## config.mk

```make
export PLATFORM = sky130hd
export DESIGN_NAME = coin_encoder
export DESIGN_NICKNAME = d
export VERILOG_FILES = /design/src/rtl/coin_encoder.sv
export SDC_FILE = /design/constraint.sdc
export NUM_CORES = 1
export LEC_CHECK = 0
export CORE_UTILIZATION = 45
export DETAILED_ROUTE_END_ITERATION = 6
export PLACE_DENSITY = 0.65
export SLEW_MARGIN = 20
export SYNTH_ARGS = -nofsm -noshare
export SYNTH_HDL_FRONTEND = slang
export SYNTH_SLANG_ARGS = --single-unit
```

## constraint.sdc

```tcl
create_clock -name clock -period 3.4 [get_ports clock]
set_clock_uncertainty 0.2 [all_clocks]
set_input_delay 0.68 -clock clock [delete_from_list [all_inputs] [get_ports clock]]
set_output_delay 0.68 -clock clock [all_outputs]
set_load 0.005 [all_outputs]
```

## src/rtl/coin_encoder.sv

```systemverilog
// coin_encoder: vending front end. Synchronizes and debounces the three coin
// sensors, queues detected coins in a small FIFO and issues each one as a
// one-cycle 2-bit code followed by idle cycles, holding coins while the credit
// FSM deasserts enable.
// Optional feature: define COIN_ENCODER_TOTAL_EN to get a saturating running
// credit total on total_value; otherwise total_value is tied to zero.
module coin_encoder #(
    parameter int DEBOUNCE   = 4,
    parameter int GAP        = 2,
    parameter int FIFO_DEPTH = 4
) (
    input  logic                          clock,
    input  logic                          reset_n,
    input  logic                          sense_circle,
    input  logic                          sense_triangle,
    input  logic                          sense_pentagon,
    input  logic                          enable,
    output logic [1:0]                    coin,
    output logic [$clog2(FIFO_DEPTH):0]   fifo_count,
    output logic                          overflow,
    output logic [7:0]                    total_value
);

    localparam int PTR_W = $clog2(FIFO_DEPTH);
    localparam int CNT_W = PTR_W + 1;
    localparam logic [3:0]       DEB_LAST   = 4'(DEBOUNCE - 1);
    localparam logic [3:0]       GAP_LOAD   = 4'(GAP - 1);
    localparam logic [CNT_W-1:0] FULL_COUNT = CNT_W'(FIFO_DEPTH);

    typedef enum logic [1:0] {
        ST_IDLE,
        ST_EMIT,
        ST_GAP
    } state_t;

    // Channel index: 0 circle, 1 triangle, 2 pentagon (also push priority order).
    logic [2:0] rawSense;
    logic [2:0] sync1_q;
    logic [2:0] sync2_q;

    logic [3:0] dbCnt_q [3];
    logic [3:0] dbCnt_d [3];
    logic [2:0] armed_q;
    logic [2:0] armed_d;
    logic [2:0] detect;

    logic [2:0] pending_q;
    logic [2:0] pending_d;
    logic [2:0] selMask;
    logic [1:0] pushCode;
    logic       havePend;
    logic       fifoFull;
    logic       fifoEmpty;
    logic       doPop;
    logic       doPush;
    logic       doDrop;

    logic [1:0]       mem_q [FIFO_DEPTH];
    logic [PTR_W-1:0] wrPtr_q;
    logic [PTR_W-1:0] rdPtr_q;
    logic [CNT_W-1:0] count_q;
    logic             overflow_q;
    logic [1:0]       headCode;

    state_t     state_q;
    logic [1:0] coin_q;
    logic [3:0] gapCnt_q;

    assign rawSense = {sense_pentagon, sense_triangle, sense_circle};
    assign headCode = mem_q[rdPtr_q];

    // Two-flop synchronizer per sensor; only the second stage feeds the debouncers.
    always_ff @(posedge clock or negedge reset_n) begin
        if (!reset_n) begin
            sync1_q <= 3'b000;
            sync2_q <= 3'b000;
        end else begin
            sync1_q <= rawSense;
            sync2_q <= sync1_q;
        end
    end

    // Debounce: armed channels count highs to fire, disarmed channels count lows to re-arm.
    always_comb begin
        for (int i = 0; i < 3; i++) begin
            dbCnt_d[i] = dbCnt_q[i];
            armed_d[i] = armed_q[i];
            detect[i]  = 1'b0;
            if (armed_q[i]) begin
                if (sync2_q[i]) begin
                    if (dbCnt_q[i] == DEB_LAST) begin
                        detect[i]  = 1'b1;
                        armed_d[i] = 1'b0;
                        dbCnt_d[i] = 4'd0;
                    end else begin
                        dbCnt_d[i] = dbCnt_q[i] + 4'd1;
                    end
                end else begin
                    dbCnt_d[i] = 4'd0;
                end
            end else begin
                if (!sync2_q[i]) begin
                    if (dbCnt_q[i] == DEB_LAST) begin
                        armed_d[i] = 1'b1;
                        dbCnt_d[i] = 4'd0;
                    end else begin
                        dbCnt_d[i] = dbCnt_q[i] + 4'd1;
                    end
                end else begin
                    dbCnt_d[i] = 4'd0;
                end
            end
        end
    end

    // Debounce state registers; every channel starts armed with a cleared count.
    always_ff @(posedge clock or negedge reset_n) begin
        if (!reset_n) begin
            for (int i = 0; i < 3; i++) begin
                dbCnt_q[i] <= 4'd0;
            end
            armed_q <= 3'b111;
        end else begin
            for (int i = 0; i < 3; i++) begin
                dbCnt_q[i] <= dbCnt_d[i];
            end
            armed_q <= armed_d;
        end
    end

    // Pick the highest-priority pending coin and decide push, drop or pop; a pop frees a full slot.
    always_comb begin
        selMask  = 3'b000;
        pushCode = 2'b00;
        if (pending_q[2]) begin
            selMask  = 3'b100;
            pushCode = 2'b11;
        end else if (pending_q[1]) begin
            selMask  = 3'b010;
            pushCode = 2'b10;
        end else if (pending_q[0]) begin
            selMask  = 3'b001;
            pushCode = 2'b01;
        end
        havePend  = |pending_q;
        fifoFull  = (count_q == FULL_COUNT);
        fifoEmpty = (count_q == '0);
        doPop     = (state_q == ST_IDLE) && !fifoEmpty && enable;
        doPush    = havePend && (!fifoFull || doPop);
        doDrop    = havePend && fifoFull && !doPop;
        pending_d = (pending_q & ~selMask) | detect;
    end

    // Pending bits, FIFO pointers, occupancy and the sticky overflow flag.
    always_ff @(posedge clock or negedge reset_n) begin
        if (!reset_n) begin
            pending_q  <= 3'b000;
            wrPtr_q    <= '0;
            rdPtr_q    <= '0;
            count_q    <= '0;
            overflow_q <= 1'b0;
        end else begin
            pending_q <= pending_d;
            if (doPush) begin
                wrPtr_q <= wrPtr_q + PTR_W'(1);
            end
            if (doPop) begin
                rdPtr_q <= rdPtr_q + PTR_W'(1);
            end
            case ({doPush, doPop})
                2'b10:   count_q <= count_q + CNT_W'(1);
                2'b01:   count_q <= count_q - CNT_W'(1);
                default: count_q <= count_q;
            endcase
            if (doDrop) begin
                overflow_q <= 1'b1;
            end
        end
    end

    // FIFO storage; contents need no reset because the pointers define validity.
    always_ff @(posedge clock) begin
        if (doPush) begin
            mem_q[wrPtr_q] <= pushCode;
        end
    end

    // Issue FSM: the IDLE cycle before the next pop is itself idle, so GAP state lasts GAP-1 cycles.
    always_ff @(posedge clock or negedge reset_n) begin
        if (!reset_n) begin
            state_q  <= ST_IDLE;
            coin_q   <= 2'b00;
            gapCnt_q <= 4'd0;
        end else begin
            case (state_q)
                ST_IDLE: begin
                    if (doPop) begin
                        coin_q  <= headCode;
                        state_q <= ST_EMIT;
                    end
                end
                ST_EMIT: begin
                    coin_q <= 2'b00;
                    if (GAP_LOAD == 4'd0) begin
                        state_q <= ST_IDLE;
                    end else begin
                        gapCnt_q <= GAP_LOAD;
                        state_q  <= ST_GAP;
                    end
                end
                ST_GAP: begin
                    coin_q   <= 2'b00;
                    gapCnt_q <= gapCnt_q - 4'd1;
                    if (gapCnt_q == 4'd1) begin
                        state_q <= ST_IDLE;
                    end
                end
                default: begin
                    coin_q  <= 2'b00;
                    state_q <= ST_IDLE;
                end
            endcase
        end
    end

    assign coin       = coin_q;
    assign fifo_count = count_q;
    assign overflow   = overflow_q;

`ifdef COIN_ENCODER_TOTAL_EN
    logic [7:0] total_q;
    logic [7:0] popValue;
    logic [8:0] totalSum;

    // Credit value of the coin being issued and the unsaturated running sum.
    always_comb begin
        case (headCode)
            2'b01:   popValue = 8'd1;
            2'b10:   popValue = 8'd3;
            2'b11:   popValue = 8'd5;
            default: popValue = 8'd0;
        endcase
        totalSum = {1'b0, total_q} + {1'b0, popValue};
    end

    // Running credit total, updated in the cycle a code is placed on coin, saturating at 255.
    always_ff @(posedge clock or negedge reset_n) begin
        if (!reset_n) begin
            total_q <= 8'd0;
        end else if (doPop) begin
            total_q <= totalSum[8] ? 8'hFF : totalSum[7:0];
        end
    end

    assign total_value = total_q;
`else
    assign total_value = 8'd0;
`endif

endmodule

```

==> impl_metrics.tcl, run 1 <==
set metrics [dict create \
    hold_viol_final 0 \
    die_x_um 72.6 \
    dp.cells 266 \
    crit_type "in2reg" \
    grt_pass1_vias 1469 \
    postCtsSetupBuffers 0 \
    cellPowerDensity_mw_per_mm2 728 \
    clock-root-buffer "clkbuf_8" \
    finalPower_mw 1.81 \
    critPathMostFrequentCell "nand2_1" \
    muxShareOfSynthArea 0.0530 \
    critPathLaunchType "primary input" \
    antenna_found_initial 0 \
    drt_iter0_drc 51 \
    yosysTopAreaCellShare 0.413 \
    async_reset_ff_frac 0.833 \
    hpwl_mm 2.66 \
    synthAdderAreaFrac 0.0814 \
    required_ns 3.38 \
    endpoint_kind "flip-flop" \
    yosys.area_share.simple 0.138 \
    synthToLayoutAreaGrowth_pct 10.9 \
    gp_congestion 0.826 \
    synth_cell_types 41 \
    synth_cells 188 \
    design_area_mm2 0.00249 \
    fillers 428 \
    final_common_cell "dfrtp_1" \
    maxCapViolations 0 \
    routedWlPerCell_um 12.7 \
    tightest_slew_ns 0.867 \
    fin_crit_ns 2.75 \
    synthesis.area_mm2 0.00224 \
    status "finished clean" \
    setup_viol 0 \
    critical_path.top_delay_family "simple AND/OR/NAND/NOR gates" \
    power.internal_mw 1.18 \
    clkSinkCount 48 \
    fp.dieH_um 72.6 \
    crit_chain "clkdlybuf4s50_1 -> nand2_1 -> nor2_1 -> nand2_1 -> fa_1 -> or3_1 -> a32oi_1 -> o21ai_1" \
    layout-drive-gt1-share 0.0918 \
    first_pass_iters 3 \
    synth_edf_count 8 \
    worstHoldPathType "reg2reg" \
    synth_area_per_cell_um2 11.9 \
    synth-main-ff-cell "dfrtp_1" \
    p_sw_frac 0.346 \
    core_mm2 0.00475 \
    slew_headroom 0.422 \
    ctsResizeCount 0 \
    cts_tree "built" \
    vias_per_cell 5.03 \
    fin_crit_sh 0.809 \
    fin_nets 226 \
    layout.cells.most_common_list "dfrtp_1 (37), inv_1 (16), nor2_1 (13), ha_1 (13), nand2_1 (11)" \
    final_cells 274 \
    p_seq_frac 0.475 \
    row_count 25 \
    critPathMaxFanout 6 \
    p_sw_mw 0.626 \
    io_buffers 11 \
    vdd_drop_max_mv 0.391 \
    insertedDiodeCount 0 \
    slowest_stage "clkdlybuf4s50_1" \
    ys_ff_latch 48 \
    clock_latency_ns 0.29 \
    p_clk_frac 0.177 \
    synth_top_family_by_area "simple AND/OR/NAND/NOR gates" \
    cp_data_arrival_time_ns 2.73 \
    drv_slew 0 \
    hold_slack_ns 0.152 \
    drt-total-wl_mm 3.49 \
    h-tree-depth 2 \
    grt_overflow 0 \
    grt.total_usage 0.158 \
    clk_path_buf_depth 2 \
    clk_pin_slew_worst_paths_ns 0.08 \
    fin_setup_tns_ns 0 \
    synth_xor_area_frac 0.0390 \
    grt_max_degree 41 \
    yosysWarningCount 0 \
    max_freq_mhz 363 \
    synth_largest_area_cell "dfrtp_1" \
    grt_pass1_wl_mm 6.29 \
    start_util 0.472 \
    ios 20 \
    die_area_mm2 0.00527 \
    crit_buf_inv 1 \
    r2r_slack_ns 0.73 \
    yosys-top-cells-area "dfrtp_1 (41%), edfxtp_1 (11%), ha_1 (7.3%)" \
    numCtsBuffers 5 \
    routed-via-count 1378 \
    placed_area_mm2 0.00241 \
    rsz0062_at_grt "no" \
    p_leak_nw 1.10 \
    hold_buffers 0 \
    ys_seq_area_frac 0.555 \
    max_stage_delay_ns 0.50 \
    pwr-share-comb 0.348 \
    ant_nets 0 \
    drc 0 \
    synth_compound_area_frac 0.0764 \
]
==> worst paths after layout <==
check | endpoint | cells after the start | startpoint
worst max-delay path | fifo_count[2] | 8 | enable
max in group asynchronous | dbCnt_q[5] | 1 | reset_n
worst max register to register | fifo_count[2] | 9 | state_q[0]
worst min-delay path | sync2_q[1] | 0 | sync1_q[1]
min in group asynchronous | dbCnt_q[2] | 1 | reset_n
worst min register to register | sync2_q[1] | 0 | sync1_q[1]
==> power groups by stage <==
| stage | sequential (mW) | combinational [mW] | clock, mW |
|---|---|---|---|
| 6_report | 0.859 | 0.630 | 0.321 |
| 5_1_grt | 0.883 | 0.730 | 0.353 |
| 4_1_cts | 0.861 | 0.641 | 0.335 |
| 3_5_place_dp | 0.873 | 0.639 | 0 |
| 3_3_place_gp | 0.860 | 0.595 | 0 |
| 2_1_floorplan | 0.846 | 0.459 | 0 |
==> flip-flops by register name (all words and copies together), names as in the netlist, named ones only <==
register    flops
rdPtr_q         2
mem_q           8
gapCnt_q        4
state_q         2
coin            2
fifo_count      3
pending_q       3
wrPtr_q         2
sync1_q         3
dbCnt_q        12
overflow        1
sync2_q         3
==> worst register-to-register path, cell delays in order (launching register included) <==
cell	delay (ns)
dfrtp_1	0.41
inv_1	0.11
ha_1	0.26
nand2_1	0.18
nor2_1	0.17
nand2_1	0.09
fa_1	0.42
or3_1	0.42
a32oi_1	0.20
o21ai_1	0.09
==> per-layer routing <==
metal	up-vias	wire length, µm	GRT usage	share of wire
li1	660	-	-	-
met1	684	1430	0.171	0.41
met2	26	1880	0.294	0.54
met3	8	111	0.0331	0.032
met4	0	64	0.0719	0.018
met5	-	0	0	0
==> metrics by stage <==
stage	worst slack (ns)	utilization
2_1_floorplan	0.817	-
3_3_place_gp	0.480	0.506
3_5_place_dp	0.348	0.506
4_1_cts	0.661	0.523
5_1_grt	0.488	0.523
6_report	0.648	0.523
==> cell type report <==
class	count	area, µm²	area share
repair buffers	12	113	0.0453
multi-input cells	122	901	0.362
clock inverters	1	5.00	0.00201
flip-flops and latches	48	1240	0.501
clock buffers	7	76.3	0.0307
inverters	17	63.8	0.0257
well taps	67	83.8	0.0337
==> synthesized netlist by cell type, types with 4 or more instances <==
cell type / number
nand2b_1: 4
mux2i_1: 4
buf_4: 8
ha_1: 13
o21ai_1: 5
o21ai_0: 4
inv_1: 16
nor3_1: 7
and2_1: 5
nand2_1: 11
edfxtp_1: 8
nor2_1: 13
xor2_1: 7
dfrtp_1: 37
nand3b_1: 4
nand3_1: 6
==> cell families (layout without fill, tap and decap cells) <==
kind of cell / Yosys count / in the layout
AO/OA/AOI/OAI: 23 / 23
XOR/XNOR: 10 / 10
adder cells (fa/ha/maj): 14 / 14
buffers and inverters: 25 / 37
flip-flops: 48 / 48
multiplexers: 9 / 9
other: 1 / 8
AND/OR/NAND/NOR: 58 / 58
Note: power is estimated with default switching activity, not from simulation.
==> run 2: changes to the inputs <==
Clock period 3.4 ns to 2.7 ns, I/O delays scaled along.
==> impl_metrics.tcl, run 2 (synthesis results as in run 1) <==
set metrics [dict create \
    layout_setup_ws_ns 0.238 \
    cp_data_arrival_time_ns 2.45 \
    p_clk_frac 0.175 \
    hold_buffers 0 \
    vdd_drop_max_mv 0.417 \
    slew_headroom 0.419 \
    fin_crit_ns 2.46 \
    routedWlPerCell_um 12.5 \
    maxCapViolations 0 \
    place_ws_ns -0.0580 \
    p_seq_frac 0.470 \
    endpoint_kind "flip-flop" \
    final_util 0.529 \
    grt.total_usage 0.160 \
    max_freq_mhz 406 \
    clock_latency_ns 0.30 \
    rsz0062_at_grt "no" \
    grt_overflow 0 \
    gp_congestion 0.882 \
    grt_max_degree 41 \
    top_register "dbCnt_q" \
    finalPower_mw 2.31 \
    antenna_found_initial 0 \
    power.internal_mw 1.51 \
    largest_reg_flops 12 \
    insertedDiodeCount 0 \
    layout-drive-gt1-share 0.109 \
    final_common_cell "dfrtp_1" \
    start_util 0.472 \
    synthToLayoutAreaGrowth_pct 12.2 \
    p_leak_nw 1.12 \
    drt_iter0_drc 58 \
    cts_tree "built" \
    drv_slew 0 \
    p_sw_mw 0.796 \
    required_ns 2.68 \
    crit_type "in2reg" \
    status "finished clean" \
    fin_crit_sh 0.912 \
    clk_path_buf_depth 2 \
    pwr-share-comb 0.355 \
    ctsResizeCount 0 \
    vias_per_cell 4.93 \
    critPathMaxFanout 3 \
    drt-total-wl_mm 3.49 \
    cellPowerDensity_mw_per_mm2 917 \
    die_x_um 72.6 \
    row_count 25 \
    reg.largest.list "dbCnt_q: 12 flops, mem_q: 8 flops, gapCnt_q: 4 flops" \
    ios 20 \
    layout.cells.most_common_list "dfrtp_1 (37), inv_1 (16), nor2_1 (13), ha_1 (13), nand2_1 (11)" \
    ant_nets 0 \
    drc 0 \
    worstHoldPathType "reg2reg" \
    p_sw_frac 0.345 \
    die_area_mm2 0.00527 \
    clk_pin_slew_worst_paths_ns 0.08 \
    first_pass_iters 4 \
    tightest_slew_ns 0.871 \
    routed-via-count 1370 \
    h-tree-depth 2 \
    hpwl_mm 2.65 \
    numCtsBuffers 5 \
    io_buffers 11 \
    grt_pass1_vias 1454 \
    clkSinkCount 48 \
    postCtsSetupBuffers 0 \
    setup_viol 0 \
    hold_viol_final 0 \
    fp.dieH_um 72.6 \
    clock-root-buffer "clkbuf_8" \
    critPathLaunchType "primary input" \
    core_mm2 0.00475 \
    fin_nets 230 \
    grt_pass1_wl_mm 6.33 \
]
## run 2: cell count changes in the layout (fill, tap and decap cells not counted), sizes merged
cell | previous run | this run
buf | 2 | 6
## run 2: final timing paths
path                                 start       endpoint  slack, ns  depth (start not counted)
worst max-delay path                enable  fifo_count[2]       0.24                          8
worst min-delay path            sync1_q[0]     sync2_q[0]       0.15                          0
worst max register to register  state_q[0]  fifo_count[2]       0.28                          9
worst min register to register  sync1_q[0]     sync2_q[0]       0.15                          0
max in group asynchronous          reset_n    gapCnt_q[0]       1.60                          1
min in group asynchronous          reset_n     dbCnt_q[3]       0.16                          1
## run 2: cell type report
| class | instances | area [µm²] |
|---|---|---|
| clock buffers | 7 | 76.3 |
| clock inverters | 1 | 5.00 |
| fillers | 421 | 2240 |
| inverters | 17 | 63.8 |
| multi-input cells | 122 | 901 |
| flip-flops and latches | 48 | 1240 |
| well taps | 67 | 83.8 |
| repair buffers | 16 | 143 |
## run 2: metrics by stage
stage / hold slack [ns] / cell area (µm²) / cells / TNS [ns]
2_1_floorplan: 0.0444 / 2270 / 195 / 0
3_3_place_gp: 0.137 / 2440 / 270 / 0
4_1_cts: 0.153 / 2520 / 278 / 0
6_report: 0.151 / 2520 / 278 / 0
3_5_place_dp: 0.135 / 2440 / 270 / -0.0580
5_1_grt: 0.164 / 2520 / 278 / 0
## run 2: worst max-delay path, stage by stage
cell and delay [ns]:
clkdlybuf4s50_1 0.49, nand2_1 0.07, nor2_1 0.14, nand2_1 0.08, fa_1 0.41, or3_1 0.41, a32oi_1 0.21, o21ai_1 0.09
## run 2: power groups by stage
stage / registers, mW / logic (mW) / clock network (mW)
after global routing: 1.12 / 0.935 / 0.451
final: 1.09 / 0.819 / 0.404
after detailed placement: 1.10 / 0.829 / 0
after CTS: 1.09 / 0.831 / 0.420
after floorplan: 1.06 / 0.578 / 0
after global placement: 1.08 / 0.774 / 0
## run 2: metal layers
metal,track usage,up-vias,share of wire
li1,-,668,-
met1,0.181,664,0.42
met2,0.281,29,0.52
met3,0.0456,9,0.035
met4,0.0741,0,0.023
met5,0,-,0
==> run 3: changes to the inputs <==
Settings changed: ABC_AREA set to 1, CORE_UTILIZATION 45 to 48, PLACE_DENSITY 0.65 to 0.68.
==> impl_metrics.tcl, run 3 <==
set metrics [dict create \
    status "finished clean" \
    worstHoldPathType "in2async" \
    async_reset_ff_frac 0.833 \
    tightest_slew_ns 0.853 \
    clk_path_buf_depth 2 \
    hold_slack_ns 0.148 \
    yosysWarningCount 0 \
    slew_headroom 0.431 \
    critPathMaxFanout 5 \
    ant_nets 0 \
    synthToLayoutAreaGrowth_pct 9.69 \
    r2r_cells 11 \
    grt_pass1_wl_mm 5.66 \
    die_area_mm2 0.00493 \
    clk_pin_slew_worst_paths_ns 0.08 \
    gp_congestion 0.782 \
    max_stage_delay_ns 0.41 \
    clock_latency_ns 0.29 \
    drt_iter0_drc 45 \
    r2r_slack_ns 0.63 \
    first_pass_iters 4 \
    fp.dieH_um 70.2 \
    required_ns 2.74 \
    routed-via-count 1405 \
    max_freq_mhz 483 \
    synthesis.area_mm2 0.00223 \
    drv_slew 0 \
    final_common_cell "dfrtp_1" \
    ctsResizeCount 0 \
    synth_largest_area_cell "dfrtp_1" \
    synth_edf_count 8 \
    largest_reg_flops 12 \
    synth_area_per_cell_um2 10.3 \
    fin_crit_sh 0.767 \
    top_register "dbCnt_q" \
    routedWlPerCell_um 10.7 \
    maxCapViolations 0 \
    layout-drive-gt1-share 0.0975 \
    fin_crit_ns 2.07 \
    drc 0 \
    ys_seq_area_frac 0.557 \
    antenna_found_initial 0 \
    crit_chain "inv_1 -> ha_1 -> nand2_1 -> clkinv_2 -> nand3_2 -> fa_1 -> inv_1 -> nand4_1 -> nand3_1 -> nand2_1 -> inv_1" \
    yosysTopAreaCellShare 0.414 \
    core_mm2 0.00441 \
    postCtsSetupBuffers 0 \
    numCtsBuffers 5 \
    slowest_stage "fa_1" \
    p_leak_nw 1.16 \
    insertedDiodeCount 0 \
    synth_commonest_cells "dfrtp_1 (37), inv_1 (29), nor2_1 (29), nand2_1 (21)" \
    critPathLaunchType "flip-flop" \
    rsz0062_at_grt "no" \
    fin_nets 255 \
    cts_tree "built" \
    cp_data_arrival_time_ns 2.11 \
    drt-total-wl_mm 3.09 \
    start_util 0.506 \
    reg.largest.list "dbCnt_q: 12 flops, mem_q: 8 flops, gapCnt_q: 4 flops" \
    hold_viol_final 0 \
    clkSinkCount 48 \
    fin_setup_tns_ns 0 \
    vdd_drop_max_mv 0.420 \
    vias_per_cell 4.88 \
    critPathLaunch "state_q[0]" \
    row_count 24 \
    setup_viol 0 \
    layout.cells.most_common_list "dfrtp_1 (37), inv_1 (29), nor2_1 (29)" \
    hold_buffers 0 \
    grt.total_usage 0.150 \
    h-tree-depth 2 \
    endpoint_kind "flip-flop" \
    io_buffers 11 \
    die_x_um 70.2 \
    r2r-end "fifo_count[2]" \
    ios 20 \
    synth-main-ff-cell "dfrtp_1" \
    clock-root-buffer "clkbuf_8" \
    hpwl_mm 2.22 \
    grt_pass1_vias 1352 \
    synth_cell_types 29 \
    grt_max_degree 41 \
    crit_type "reg2reg" \
    critPathMostFrequentCell "inv_1" \
    grt_overflow 0 \
    cellPowerDensity_mw_per_mm2 970 \
    synth_cells 218 \
    yosysMostFrequentCell "dfrtp_1" \
    yosys-top-cells-area "dfrtp_1 (41%), edfxtp_1 (11%), ha_1 (7.3%)" \
    ys_ff_latch 48 \
    rr_startpoint "state_q[0]" \
]
==> run 3: changes by cell type after synthesis, moves of 4 or more <==
cell,delta
nor3_1,-7
nand2b_1,-4
mux2i_1,-4
nand3b_1,-4
o21ai_0,+9
nand3_1,+5
a21oi_1,+6
nand2_1,+10
nand2_2,+4
o21ai_1,-5
nor2_1,+16
inv_1,+13
==> run 3: worst max-delay path by stage <==
stage	to	slack (ns)	cells past startpoint
6_report	fifo_count[2]	0.63	11
5_1_grt	fifo_count[2]	0.42	11
4_1_cts	fifo_count[2]	0.61	11
3_5_place_dp	fifo_count[2]	0.39	10
3_3_place_gp	fifo_count[2]	0.40	9
2_1_floorplan	fifo_count[2]	0.78	10
==> run 3: power breakdown <==
part / internal, mW / total (mW) / switching, mW
Sequential: 0.944 / 1.09 / 0.142
Combinational: 0.375 / 0.898 / 0.523
Clock: 0.180 / 0.394 / 0.213
==> run 3: cells by family after synthesis <==
logic type,share of synthesized area
AND/OR/NAND/NOR,0.163
other,0.00168
adder cells (fa/ha/maj),0.0817
AO/OA/AOI/OAI,0.0767
buffers and inverters,0.0801
XOR/XNOR,0.0392
flip-flops,0.557
==> run 3: layout make-up <==
cell class / count / area (µm²)
Fill cell: 400 / 1960
Tap cell: 52 / 65.1
Clock buffer: 7 / 76.3
Clock inverter: 1 / 3.75
Multi-Input combinational cell: 138 / 837
Timing Repair Buffer: 11 / 105
Sequential cell: 48 / 1240
Inverter: 31 / 119
==> run 3: worst max-delay path: cells and delay by family (launching register included) <==
kind | cells | cell delay (ns)
adders and majority gates | 2 | 0.64
buffers and inverters | 4 | 0.36
DFF | 1 | 0.38
and+or+nand+nor | 5 | 0.43
==> run 3: metal layers <==
metal  wire (µm)  track usage  vias up
met3         119       0.0476        6
li1            -            -      707
met4          76       0.0800        0
met5           0            0        -
met1        1440        0.180      667
met2        1450        0.240       25
==> run 3: stage by stage <==
step                       util  cells  area [µm²]  worst slack [ns]  total power [mW]
final                     0.555    288        2450             0.630              2.38
after global routing      0.555    288        2450             0.425              2.62
after CTS                 0.555    288        2450             0.609              2.42
after detailed placement  0.537    280        2370             0.386              2.01
after global placement    0.537    280        2370             0.401              1.97
after floorplan               -    225        2260             0.777              1.76
